### src/rtl/stream_demux.sv
// ---------------------------------------------------------------------------
// stream_demux
//   Registered 1-to-NCH stream demultiplexer, NCH = 2**SEL_W. One holding
//   register sits between a single producer and NCH consumers. Each accepted
//   word is steered to one channel. The channel comes from `sel` in directed
//   mode, or from an internal round-robin pointer in round-robin mode.
//
// Ports
//   clk        rising-edge clock
//   rst        synchronous active-high reset
//   mode       0 = directed (use sel), 1 = round-robin
//   in_data    input payload
//   sel        target channel in directed mode
//   in_valid   producer has a word
//   in_ready   block can accept a word this cycle
//   out_data   held payload, shared by all channels
//   out_valid  one-hot, bit k = word pending for channel k
//   out_ready  per-channel consumer ready
//   cur_ch     channel of the held word
//   rr_ptr     next round-robin channel
//   xfer_cnt   number of words delivered (wraps)
// ---------------------------------------------------------------------------
module stream_demux #(
    parameter int SEL_W  = 2,
    parameter int DATA_W = 8,
    parameter int CNT_W  = 16,
    localparam int NCH   = 2**SEL_W
) (
    input  logic              clk,
    input  logic              rst,
    input  logic              mode,
    input  logic [DATA_W-1:0] in_data,
    input  logic [SEL_W-1:0]  sel,
    input  logic              in_valid,
    output logic              in_ready,
    output logic [DATA_W-1:0] out_data,
    output logic [NCH-1:0]    out_valid,
    input  logic [NCH-1:0]    out_ready,
    output logic [SEL_W-1:0]  cur_ch,
    output logic [SEL_W-1:0]  rr_ptr,
    output logic [CNT_W-1:0]  xfer_cnt
);

    typedef enum logic {
        EMPTY = 1'b0,
        FULL  = 1'b1
    } state_t;

    state_t              r_state;
    logic [DATA_W-1:0]   r_data;
    logic [NCH-1:0]      r_out_valid;
    logic [SEL_W-1:0]    r_cur_ch;
    logic [SEL_W-1:0]    r_rr_ptr;
    logic [CNT_W-1:0]    r_xfer_cnt;

    logic                w_deliver;
    logic                w_in_ready;
    logic                w_accept;
    logic [SEL_W-1:0]    w_target;
    logic [NCH-1:0]      w_target_oh;

    // Only the ready bit of the held word's channel matters. All other
    // channels' ready bits are ignored.
    assign w_deliver = (r_state == FULL) && out_ready[r_cur_ch];

    // The register can take a new word when it is empty, or when it is
    // draining in this same cycle. That gives zero-bubble throughput.
    // The term never depends on in_valid. It is forced low while reset is
    // asserted, so nothing is accepted during reset.
    assign w_in_ready = !rst && ((r_state == EMPTY) || out_ready[r_cur_ch]);
    assign w_accept   = in_valid && w_in_ready;

    assign w_target    = mode ? r_rr_ptr : sel;
    assign w_target_oh = {{(NCH-1){1'b0}}, 1'b1} << w_target;

    always_ff @(posedge clk) begin
        if (rst) begin
            r_state     <= EMPTY;
            r_data      <= '0;
            r_out_valid <= '0;
            r_cur_ch    <= '0;
            r_rr_ptr    <= '0;
            r_xfer_cnt  <= '0;
        end else begin
            if (w_deliver)
                r_xfer_cnt <= r_xfer_cnt + 1'b1;

            if (w_accept) begin
                // This covers a load from EMPTY and a reload while draining.
                r_state     <= FULL;
                r_data      <= in_data;
                r_cur_ch    <= w_target;
                r_out_valid <= w_target_oh;
                // The pointer is SEL_W bits wide, so it wraps NCH-1 -> 0
                // by itself.
                if (mode)
                    r_rr_ptr <= r_rr_ptr + 1'b1;
            end else if (w_deliver) begin
                r_state     <= EMPTY;
                r_out_valid <= '0;
            end
        end
    end

    assign in_ready  = w_in_ready;
    assign out_data  = r_data;
    assign out_valid = r_out_valid;
    assign cur_ch    = r_cur_ch;
    assign rr_ptr    = r_rr_ptr;
    assign xfer_cnt  = r_xfer_cnt;

endmodule
### config.mk
export PLATFORM = sky130hd
export DESIGN_NAME = stream_demux
export DESIGN_NICKNAME = d
export VERILOG_FILES = /design/src/rtl/stream_demux.sv
export SDC_FILE = /design/constraint.sdc
export NUM_CORES = 1
export LEC_CHECK = 0
export ABC_AREA = 1
export CAP_MARGIN = 20
export CELL_PAD_IN_SITES_DETAIL_PLACEMENT = 1
export CELL_PAD_IN_SITES_GLOBAL_PLACEMENT = 1
export CORE_MARGIN = 2
export CORE_UTILIZATION = 34
export DETAILED_ROUTE_END_ITERATION = 6
export PLACE_DENSITY_LB_ADDON = 0.15
export SETUP_SLACK_MARGIN = 0.4
export SLEW_MARGIN = 20
export SYNTH_ARGS = -nofsm -noshare
export SYNTH_HDL_FRONTEND = slang
export SYNTH_SLANG_ARGS = --single-unit
### constraint.sdc
create_clock -name clk -period 2.19 [get_ports clk]
set_clock_uncertainty 0.05 [all_clocks]
set_input_delay 0.438 -clock clk [delete_from_list [all_inputs] [get_ports clk]]
set_output_delay 0.438 -clock clk [all_outputs]
set_load 0.01 [all_outputs]
---- After elaboration in Yosys (flattened, before gate mapping) ----
Index checks and enable logic that the tools add are counted.
cells by class
  shift operators ......................... 1
  bitwise logic cells ..................... 1
  order comparisons ....................... 1
  multiplexer cells ....................... 7
  $add $sub $neg .......................... 2
  reductions and logical operators ........ 7
operators with widths
  operator                 count
  $add A16 B1 Y16 const B  1
  $mux W4                  2
  $shl A1 B2 Y4 const A    1
  $logic_and A1 B1 Y1      3
  $lt A2 B3 Y1 const B     1
  $mux W1                  3
  $add A2 B1 Y2 const B    1
  $bmux W1 S2              1
  $mux W2                  1
  $reduce_and A2 Y1        1
  $reduce_bool A2 Y1       1
  $logic_not A1 Y1         1
  $logic_or A1 B1 Y1       1
  $not A1 Y1               1
word-level totals
  word-level logic and storage cells ...... 25
  flip-flop bits (word level) ............. 33
  input bits .............................. 18

---- Longest topological paths before layout ----
  word-level depth ........................ 6
  gate-level depth with buffers ........... 9
  gate-level depth less buffers ........... 9

---- Least setup slack after synthesis ----
No wires, ideal clock.
  path kind ............................... input -> output
  start point ............................. input port out_ready[1]
  end point ............................... output port in_ready
  arrival time ............................ 1.019 ns
  setup slack ............................. 0.683 ns
  buffers on the path ..................... 1
  required time ........................... 1.702 ns
  cell stages on the path ................. 5
  path through ............................ nand2_1 nand3_2 nand2_4 a21oi_2 buf_2
on the way
  cells in the longest elaborated chain, start to end .. 4
RTL lines
  element                        line  source
  start: declaration             38    input logic [NCH-1:0] out_ready,
  $bmux W1 S2                    70    assign w_in_ready = !rst && ((r_state == EMPTY) || out_ready[r_cur_ch]);
  $mux W1 (implied by the code)  70
  $logic_or A1 B1 Y1             70
  $logic_and A1 B1 Y1            70
  end: declaration               35    output logic in_ready,
No other way between the ends. The select of a mux whose other input is x is not followed.

---- Worst setup path after layout ----
  start point ............................. register r_cur_ch[0] (netlist: cur_ch[0])
  end point ............................... output port in_ready
on the way
  cells in the longest elaborated chain, start to end .. 4
RTL lines
  element                        line  source
  start: declaration             52    logic [SEL_W-1:0] r_cur_ch;
  start signal: assignment       92    r_cur_ch <= w_target;
  $bmux W1 S2                    70
  $mux W1 (implied by the code)  70
  $logic_or A1 B1 Y1             70
  $logic_and A1 B1 Y1            70
No other way between the ends. The select of a mux whose other input is x is not followed.

==> flow_summary.toml <==
[global_route]
grt_pass1_vias = 1730
track_usage = 0.1845
grt_max_degree = 18
antenna_found_initial = 0
overflow = 0
grt_pass1_wl_um = 7659

[critical_path]
end_kind = "output pin"
worstSetupStartpointType = "flop"
crit_chain = "inv_1 -> nand2_1 -> nand3_2 -> nand2_4 -> a21oi_2 -> buf_2"
arrival_ps = 1250
critPathMaxFanout = 5
max_stage_delay_ps = 340
crit_slowest_cell = "dfxtp_2"
worstPathRequired_ps = 1700
setup.worst_path.class = "reg2out"

[cells_and_area]
layout.nets = 317
fin_area_um2 = 2326
antenna_cells = 0
drive_above_1_share = 0.1070
fillers = 616
syn2layout_area_growth_pct = 41.58
final_util = 0.4957
final_cells = 353

[route]
via_per_inst = 4.972
remaining_drc_errors = 0
via_count = 1755
postRouteAntennaNets = 0
wl_per_cell_um = 13.10
drt_iter0_drc = 33
wirelength_um = 4626
drtPass1Iterations = 4

[synth]
synth.top_cells.by_area = "dfxtp_1, nand2_1, nand3_1"
dominantRegCellSynth = "dfxtp_1"
synthDistinctLibCells = 21
ys_top_cells_by_count = "nand2_1, nand3_1, dfxtp_1, a21oi_1, inv_1"
synth_top_area_frac = 0.4021
synth_top_area_cell = "dfxtp_1"
ys_seq_area_frac = 0.4021
synth_edf_count = 0
synth-async-reset-ratio = 0
syn-num-nets = 259
synthCells = 240
syn_area_um2 = 1643
synth_seq_cells = 33
yosys_warnings = 0
post_synth.cell_area_avg_um2 = 6.845
synth_most_common_cell = "nand2_1"

[power_and_ir_drop]
peakVddDrop_v = 0.0003360
power_density_nw_per_um2 = 543.9
power_leakage_nw = 0.9622

[job]
drv_cap = 0

[timing]
relSlewSlack = 0.6432
final_hold_viol_count = 0
setup_slack_ps = 452.0
finalSetupViolCount = 0
worst_pin_slew_ps = 529.6
setup-tns-final_ps = 0
min_period_ps = 1738
max_freq_mhz = 575.4
post-route-period-util = 0.7936
slew_violations = 0
rsz0062_at_grt = "true"

[die]
dieWidth_um = 73.51
core.rowCount = 25
io-pin-count = 51
die_h_um = 73.51
design.die.area_um2 = 5404
core-area_um2 = 4692
initial_core_util = 0.3501

[cts]
clkTransAtPathRegs_ps = 70
htreeDepth = 2
cts_buffer_depth = 2
cts_tree = "built"
holdBufCountCts = 0
clock_sinks = 33
insertion_delay_ps = 280
cts_buffers = 5
cts_root_buf = "clkbuf_8"

[hold_path]
hold_path.class = "reg2reg"

[place]
io_buffers = 50
placed_cell_area_um2 = 2223
place_hpwl_um = 3481
place_ws_ps = -136.3
routabilityCongestion = 0.7542
place_inst = 343

[run_status]
status = "completed"
==> worst max-delay path, delay by kind of cell, from the launching register on <==
family,cells,cell delay [ps]
buf+inv,2,230
flops,1,340
compound gates,1,150
simple gates,3,230
==> path summary, 6_finish.rpt <==
check	startpoint	end	slack (ps)	cells after the start
max	cur_ch[0]	in_ready	450	6
min	out_data[3]	out_data[3]	420	2
max reg2reg	cur_ch[0]	xfer_cnt[7]	560	10
min reg2reg	out_data[3]	out_data[3]	420	2
==> state kept, by name (all words and copies together), names as in the netlist <==
register,count
xfer_cnt,16
out_valid,4
cur_ch,2
out_data,8
rr_ptr,2
r_state,1
==> what timing repair did <==
item | CTS | global route
buffers inserted | 2 | 0
resized for setup | 11 | 8
setup endpoints to repair | 6 | 12
pin swaps | 6 | 0
==> layout by cell type (no fill, tap or decap) <==
cell / n
clkdlybuf4s50_1: 42
dlymetal6s2s_1: 3
buf_2: 1
buf_4: 11
a21oi_2: 1
inv_1: 23
nand3_1: 36
nand4_1: 8
nor2_4: 1
dlygate4sd2_1: 4
nand2_4: 2
a21oi_1: 23
clkbuf_8: 5
nor3b_1: 1
nand2_1: 63
xnor2_1: 3
nand3_2: 2
o21ai_0: 9
nor2_1: 22
dfxtp_2: 8
clkbuf_1: 3
nor3_1: 1
ha_1: 1
nand3_4: 1
dfxtp_1: 25
==> cell families (layout without fill, tap and decap cells) <==
group / Yosys count / after routing / share of synthesized area
compound gates: 33 / 33 / 0.1028
fa+ha+maj: 1 / 1 / 0.007615
buf+inv: 33 / 92 / 0.08606
simple gates: 137 / 137 / 0.3854
xor+xnor: 3 / 3 / 0.01600
flops: 33 / 33 / 0.4021
==> report_power, final <==
part	leakage [nW]	switching, W	internal (W)	total [W]
sequential	0.272	0.0000140	0.000619	0.000633
clock	0.0395	0.000225	0.000226	0.000451
combinational	0.650	0.0000898	0.0000911	0.000181
==> layer usage <==
metal | vias to the layer above | track usage | wire [µm]
met5 | - | 0 | 0
met4 | 0 | 0.07677 | 66
met2 | 37 | 0.3343 | 2338
met1 | 811 | 0.1971 | 2006
met3 | 5 | 0.05487 | 214
li1 | 902 | - | -
==> area by class of cell <==
class | instances | area (µm²) | area share
multi-input combinational | 174 | 840.8 | 0.3615
timing repair buffer | 61 | 580.6 | 0.2496
tap | 54 | 67.56 | 0.02905
inverter | 23 | 86.33 | 0.03712
clock buffer | 8 | 80.08 | 0.03443
sequential | 33 | 670.6 | 0.2883
==> per-stage QoR <==
| stage | hold slack, ps | power, W |
|---|---|---|
| 2_1_floorplan | 436.6 | 0.0007323 |
| 3_5_place_dp | 415.4 | 0.0008290 |
| 6_report | 419.6 | 0.001265 |
| 5_1_grt | 440.9 | 0.001326 |
| 4_1_cts | 427.0 | 0.001280 |
| 3_3_place_gp | 406.5 | 0.0008252 |
Power figures use the tool's default switching activity.
